### src/rtl/serial_pkg.sv
// Shared types and helpers for the serial framer.
// Frame-length and parity helpers are usable in constant expressions.
package serial_pkg;

    typedef enum logic {
        IDLE  = 1'b0,
        SHIFT = 1'b1
    } state_t;

    function automatic int frame_len(input int width, input int parity_en);
        return width + ((parity_en != 0) ? 1 : 0);
    endfunction

    function automatic logic even_par(input logic [31:0] d);
        return ^d;
    endfunction

endpackage

### src/rtl/ser_bit_counter.sv
// Bit-position counter for one serial frame.
// Clear has priority over enable; tc flags the last bit position.
module ser_bit_counter
    import serial_pkg::*;
#(
    parameter int FRAME = 4,
    parameter int CW    = $clog2(FRAME + 1)
) (
    input  logic          clk,
    input  logic          rst,
    input  logic          i_clr,
    input  logic          i_en,
    output logic [CW-1:0] o_count,
    output logic          o_tc
);

    localparam logic [CW-1:0] LAST = CW'(FRAME - 1);

    logic [CW-1:0] r_count;

    always_ff @(posedge clk) begin
        if (rst || i_clr) begin
            r_count <= '0;
        end else if (i_en) begin
            r_count <= r_count + 1'b1;
        end
    end

    assign o_count = r_count;
    assign o_tc    = (r_count == LAST);

endmodule

### src/rtl/piso_serializer.sv
// Parallel-in serial-out framer with optional even parity.
// Words stream back-to-back when a new word is offered on the last bit.
module piso_serializer
    import serial_pkg::*;
#(
    parameter int WIDTH     = 4,
    parameter int MSB_FIRST = 0,
    parameter int PARITY_EN = 0
) (
    input  logic             clk,
    input  logic             rst,
    input  logic [WIDTH-1:0] din,
    input  logic             load_valid,
    output logic             load_ready,
    output logic             sout,
    output logic             sout_valid,
    output logic             busy,
    output logic             done
);

    localparam int FRAME = frame_len(WIDTH, PARITY_EN);
    localparam int CW    = $clog2(FRAME + 1);

    state_t           r_state;
    logic [WIDTH-1:0] r_shreg;
    logic             r_par;
    logic             r_sout;
    logic             r_sout_valid;
    logic             r_busy;
    logic             r_done;

    logic [CW-1:0]    w_count;
    logic             w_tc;
    logic             w_last;
    logic             w_accept;
    logic             w_clr;
    logic             w_en;

    assign w_last     = (r_state == SHIFT) && w_tc;
    assign load_ready = !rst && ((r_state == IDLE) || w_last);
    assign w_accept   = load_valid && load_ready;
    assign w_clr      = w_accept || w_last;
    assign w_en       = (r_state == SHIFT);

    ser_bit_counter #(
        .FRAME (FRAME),
        .CW    (CW)
    ) u_cnt (
        .clk     (clk),
        .rst     (rst),
        .i_clr   (w_clr),
        .i_en    (w_en),
        .o_count (w_count),
        .o_tc    (w_tc)
    );

    // w_count is the index of the bit on sout now; load the next one.
    always_ff @(posedge clk) begin
        if (rst) begin
            r_state      <= IDLE;
            r_shreg      <= '0;
            r_par        <= 1'b0;
            r_sout       <= 1'b0;
            r_sout_valid <= 1'b0;
            r_busy       <= 1'b0;
            r_done       <= 1'b0;
        end else if (w_accept) begin
            r_state      <= SHIFT;
            r_shreg      <= din;
            r_par        <= even_par(32'(din));
            r_sout       <= (MSB_FIRST != 0) ? din[WIDTH-1] : din[0];
            r_sout_valid <= 1'b1;
            r_busy       <= 1'b1;
            r_done       <= 1'b0;
        end else if (w_last) begin
            r_state      <= IDLE;
            r_sout       <= 1'b0;
            r_sout_valid <= 1'b0;
            r_busy       <= 1'b0;
            r_done       <= 1'b0;
        end else if (r_state == SHIFT) begin
            if (MSB_FIRST != 0) begin
                r_shreg <= r_shreg << 1;
                r_sout  <= r_shreg[WIDTH-2];
            end else begin
                r_shreg <= r_shreg >> 1;
                r_sout  <= r_shreg[1];
            end
            if ((PARITY_EN != 0) && (w_count == CW'(WIDTH - 1))) begin
                r_sout <= r_par;
            end
            r_done <= (w_count == CW'(FRAME - 2));
        end
    end

    assign sout       = r_sout;
    assign sout_valid = r_sout_valid;
    assign busy       = r_busy;
    assign done       = r_done;

endmodule

### config.mk
export PLATFORM = sky130hd
export DESIGN_NAME = piso_serializer
export DESIGN_NICKNAME = d
export VERILOG_FILES = /design/src/rtl/serial_pkg.sv /design/src/rtl/ser_bit_counter.sv /design/src/rtl/piso_serializer.sv
export SDC_FILE = /design/constraint.sdc
export NUM_CORES = 1
export LEC_CHECK = 0
export BUFFER_PORTS_ARGS = -buffer_cell sky130_fd_sc_hd__buf_2
export CORE_MARGIN = 3
export CORE_UTILIZATION = 36
export CTS_BUF_LIST = sky130_fd_sc_hd__clkbuf_2
export DETAILED_ROUTE_END_ITERATION = 10
export PLACE_DENSITY = 0.67
export SLEW_MARGIN = 20
export SYNTH_ARGS = -nofsm -noshare
export SYNTH_HDL_FRONTEND = slang
export SYNTH_SLANG_ARGS = --single-unit
### constraint.sdc
create_clock -name clk -period 3.9 [get_ports clk]
set_input_delay 0.39 -clock clk [delete_from_list [all_inputs] [get_ports clk]]
set_output_delay 0.39 -clock clk [all_outputs]
set_load 0.03 [all_outputs]
== After elaboration in Yosys (flattened, before gate mapping) ==
Index checks and enable logic that the tools add are counted.
Storage, ports and cells
  register bits: 10
  latch bits: 0
  bits in writable memories: 0
  memory bits (read-only): 0
  output and inout bits: 5
  word-level logic and storage cells: 30
  memories: 0
Operators by class
  $add $sub $neg: 1
  $mul: 0
  divide/modulo/power cells: 0
  order comparisons: 0
  equality and inequality tests: 3
  shifts and indexed selects: 0
  mux-type cells: 8
  bitwise operators: 1
  reductions and logical operators: 12
Operator list (number)
  $mux 4: 3
  $eq 3x2->1 const B: 2
  $mux 1: 5
  $reduce_bool 2->1: 2
  $add 3x1->3 const B: 1
  $logic_and 1x1->1: 3
  $logic_or 1x1->1: 3
  $reduce_bool 3->1: 1
  $reduce_or 3->1: 1
  $ne 2x1->1 const B: 1
  $reduce_and 2->1: 1
  $logic_not 1->1: 1
  $not 1->1: 1

== Longest topological paths before layout ==
  depth in word-level cells: 7
  mapped depth: 5
  gate-level depth less buffers: 5

== Cells and area by module ==
Synthesis repeated with hierarchy kept, for this count alone.
Unflattened totals
  cells, all modules: 45
  area total of the unflattened synthesis: 467.9 µm²
Modules (own cells, without submodules)
  piso_serializer: times used 1, cells each 33, area each 321.6 µm², seq. area each 120.1 µm²
  ser_bit_counter: times used 1, cells each 12, area each 146.4 µm², seq. area each 60.1 µm²

== Worst setup path after synthesis ==
Ideal clock, no wire load.
  kind: flip-flop to output port
  from: register u_cnt.r_count[0], in the netlist u_cnt.o_count[0]
  to: output port load_ready
  data arrival time: 1.298 ns
  slack: 2.212 ns
  cell stages (with the launch flop): 5
  path buffers: 0
  cell sequence: dfxtp_1 -> ha_1 -> ha_1 -> and2b_4 -> nor2_1
On the way
  cells in the longest elaborated chain, start to end: 4
RTL lines
  start, declared: RTL line ser_bit_counter.sv:19  | logic [CW-1:0] r_count;
  start signal, assigned: RTL line ser_bit_counter.sv:25  | r_count <= r_count + 1'b1;
  $eq 3x2->1: RTL line ser_bit_counter.sv:30  | assign o_tc = (r_count == LAST);
  $logic_and 1x1->1: RTL line piso_serializer.sv:39  | assign w_last = (r_state == SHIFT) && w_tc;
  $logic_or 1x1->1: RTL line piso_serializer.sv:40  | assign load_ready = !rst && ((r_state == IDLE) || w_last);
  $logic_and 1x1->1: RTL line piso_serializer.sv:40
  end, declared: RTL line piso_serializer.sv:14  | output logic load_ready,
Every way passes these cells.

== Final worst setup path ==
Same ends and word-level chain as after synthesis.

==> results.tsv <==
metric	value	unit
pre_cts_slack	2.27	ns
seq_area_frac_synth	37.8	%
die_area	0.00180	mm^2
synth.most_common_cell	nor2_1	
cts_buffers	3	
setup_ws	2.00	ns
yosys_warnings	0	
fill_cells	126	
period_needed	1.90	ns
status	finished clean	
cts_resized	0	
dp_cells	71	
max_stage_delay	0.34	ns
path_cells	ha_1 > ha_1 > and2b_4 > nor2_1 > buf_2	
h-tree-depth	1	
hold_buffers	0	
p_per_area	365	mW/mm^2
ys.flop_type	dfxtp_1	
rsz0062_at_grt	no	
clock_latency	0.25	ns
grt_overflow	0	
syn_area_per_cell	9.53	um^2
cts_num_sinks	9	
antenna_found_initial	0	
yosysTopAreaCellShare	37.8	%
cp_top_family	adder cells	
endpoint_kind	output pin	
final_hold_viol_count	0	
cts_tree	yes	
netlist_instances	50	
synthArstFlopShare	0	%
clkTransAtPathRegs	0.09	ns
timing.hold.ws	0.435	ns
fin_setup_tns	0	ns
wl	856	um
final_nets	72	
drive_above_1_share	31.1	%
hp-class	primary input to flop	
required	3.51	ns
ant_nets	0	
crit_path_frequent_cell	ha_1	
cp_slowest_cell	dfxtp_1	
maxCapViolCount	0	
area_delta_synth_final	11.8	%
ir_drop	0.181	mV
start_util	40.7	%
gp_congestion	0.677	
instances_no_fill	75	
fin_skew	0.00773	ns
cts-root-buf	clkbuf_2	
ys_top_cells_by_count	nor2_1 (11), dfxtp_1 (9), mux2i_1 (4), nor3b_1 (4)	
cts.path.max_buffers	2	
numPortBuffers	11	
leakage	0.241	nW
grt_pass1_vias	350	
finalSetupViolCount	0	
grt_pass1_wl	1.57	mm
post-route-period-util	48.8	%
synth.distinct_cells	19	
ys_seq_elements	9	
core	0.00117	mm^2
cp_max_fo	5	
finish.utilization	45.5	%
cts_setup_buffers	0	
post-dp-hpwl	638	um
die_w	42.4	um
drtIter0Drc	2	
max_freq	0.526	GHz
synth.cell_area	477	um^2
diodes	0	
path_class	flop to output pin	
slew_viol_final	0	
die_h	42.4	um
cp_num_buf_inv	1	
synth_area_leaders	dfxtp_1 (38%), nor2_1 (8.7%), mux2i_1 (8.4%)	
tightest_slew	0.414	ns
synth_top_cell_by_area	dfxtp_1	
dr.pass1.iters	2	
num_rows	12	
track_usage	12.2	%
syn-num-nets	60	
vias_per_cell	4.93	
routedWlPerCell	11.4	um
vias	370	
grt_start_max_net_pins	13	
synth_edf_count	0	
pin_count	12	
drc_errors	0	
crit_arrival	1.51	ns
slew-limit-headroom	72.4	%
startpoint_type	flop	
[power breakdown]
group	internal, mW	switching, mW
clock	0.0272	0.0328
combinational	0.0137	0.0188
sequential	0.0970	0.00482
[layer usage]
layer / vias to the layer above / GRT usage, % / wire, um / share of wire (%)
met5: - / 0 / 0 / 0
met4: 0 / 5.59 / 8 / 0.93
met3: 2 / 7.73 / 52 / 6.1
met2: 9 / 20.4 / 438 / 51
met1: 167 / 11.6 / 357 / 42
li1: 192 / - / - / -
[final cells by class]
class,count,area (um^2),share of cell area [%]
Clock buffer,4,20.0,3.76
Sequential cell,9,180,33.8
Multi-Input combinational cell,34,249,46.7
Inverter,3,11.3,2.11
Timing Repair Buffer,11,55.1,10.3
Tap cell,14,17.5,3.29
[flip-flops by register name (all words and copies together) (netlist names)]
name           cells
r_shreg            3
u_cnt.o_count      3
busy               1
done               1
sout               1
[kinds of logic (layout without fill, tap and decap cells)]
| family | after synthesis | count (layout) | share of synthesized area, % |
|---|---|---|---|
| buffers and inverters | 7 | 18 | 9.97 |
| flip-flops | 9 | 9 | 37.8 |
| adder cells (fa/ha/maj) | 3 | 3 | 7.87 |
| multiplexers | 4 | 4 | 8.40 |
| AND/OR/NAND/NOR | 20 | 20 | 24.9 |
| AO/OA/AOI/OAI | 7 | 7 | 11.0 |
[cells in the final DEF, fill, tap and decap left out]
cell,count
nor3_1,1
a211oi_2,1
buf_2,11
o32a_1,1
nor3b_1,4
mux2i_1,4
inv_1,3
nand2b_4,1
ha_1,3
and2b_4,1
nor2_1,11
dfxtp_1,9
nand2b_1,1
nor3b_2,1
a211oi_1,2
clkbuf_2,4
a21oi_1,3
[worst reg2reg max path: stages (launching register included)]
cell and delay [ns]:
dfxtp_1 0.34, ha_1 0.20, ha_1 0.23, nand2b_4 0.19, mux2i_1 0.15, a211oi_2 0.21
[through the flow]
stage          area (um^2)  power [mW]
6_report               533       0.194
5_1_grt                533       0.212
4_1_cts                533       0.199
3_5_place_dp           513       0.137
3_3_place_gp           513       0.137
2_1_floorplan          477       0.131
[path summary, 6_finish.rpt]
path,start,to,slack [ns],cells past startpoint
max,u_cnt.o_count[0],load_ready,2.00,5
min,rst,u_cnt.o_count[2],0.43,2
max reg2reg,u_cnt.o_count[0],sout,2.51,5
min reg2reg,sout,sout,0.50,2
Note: power is estimated with default switching activity, not from simulation.
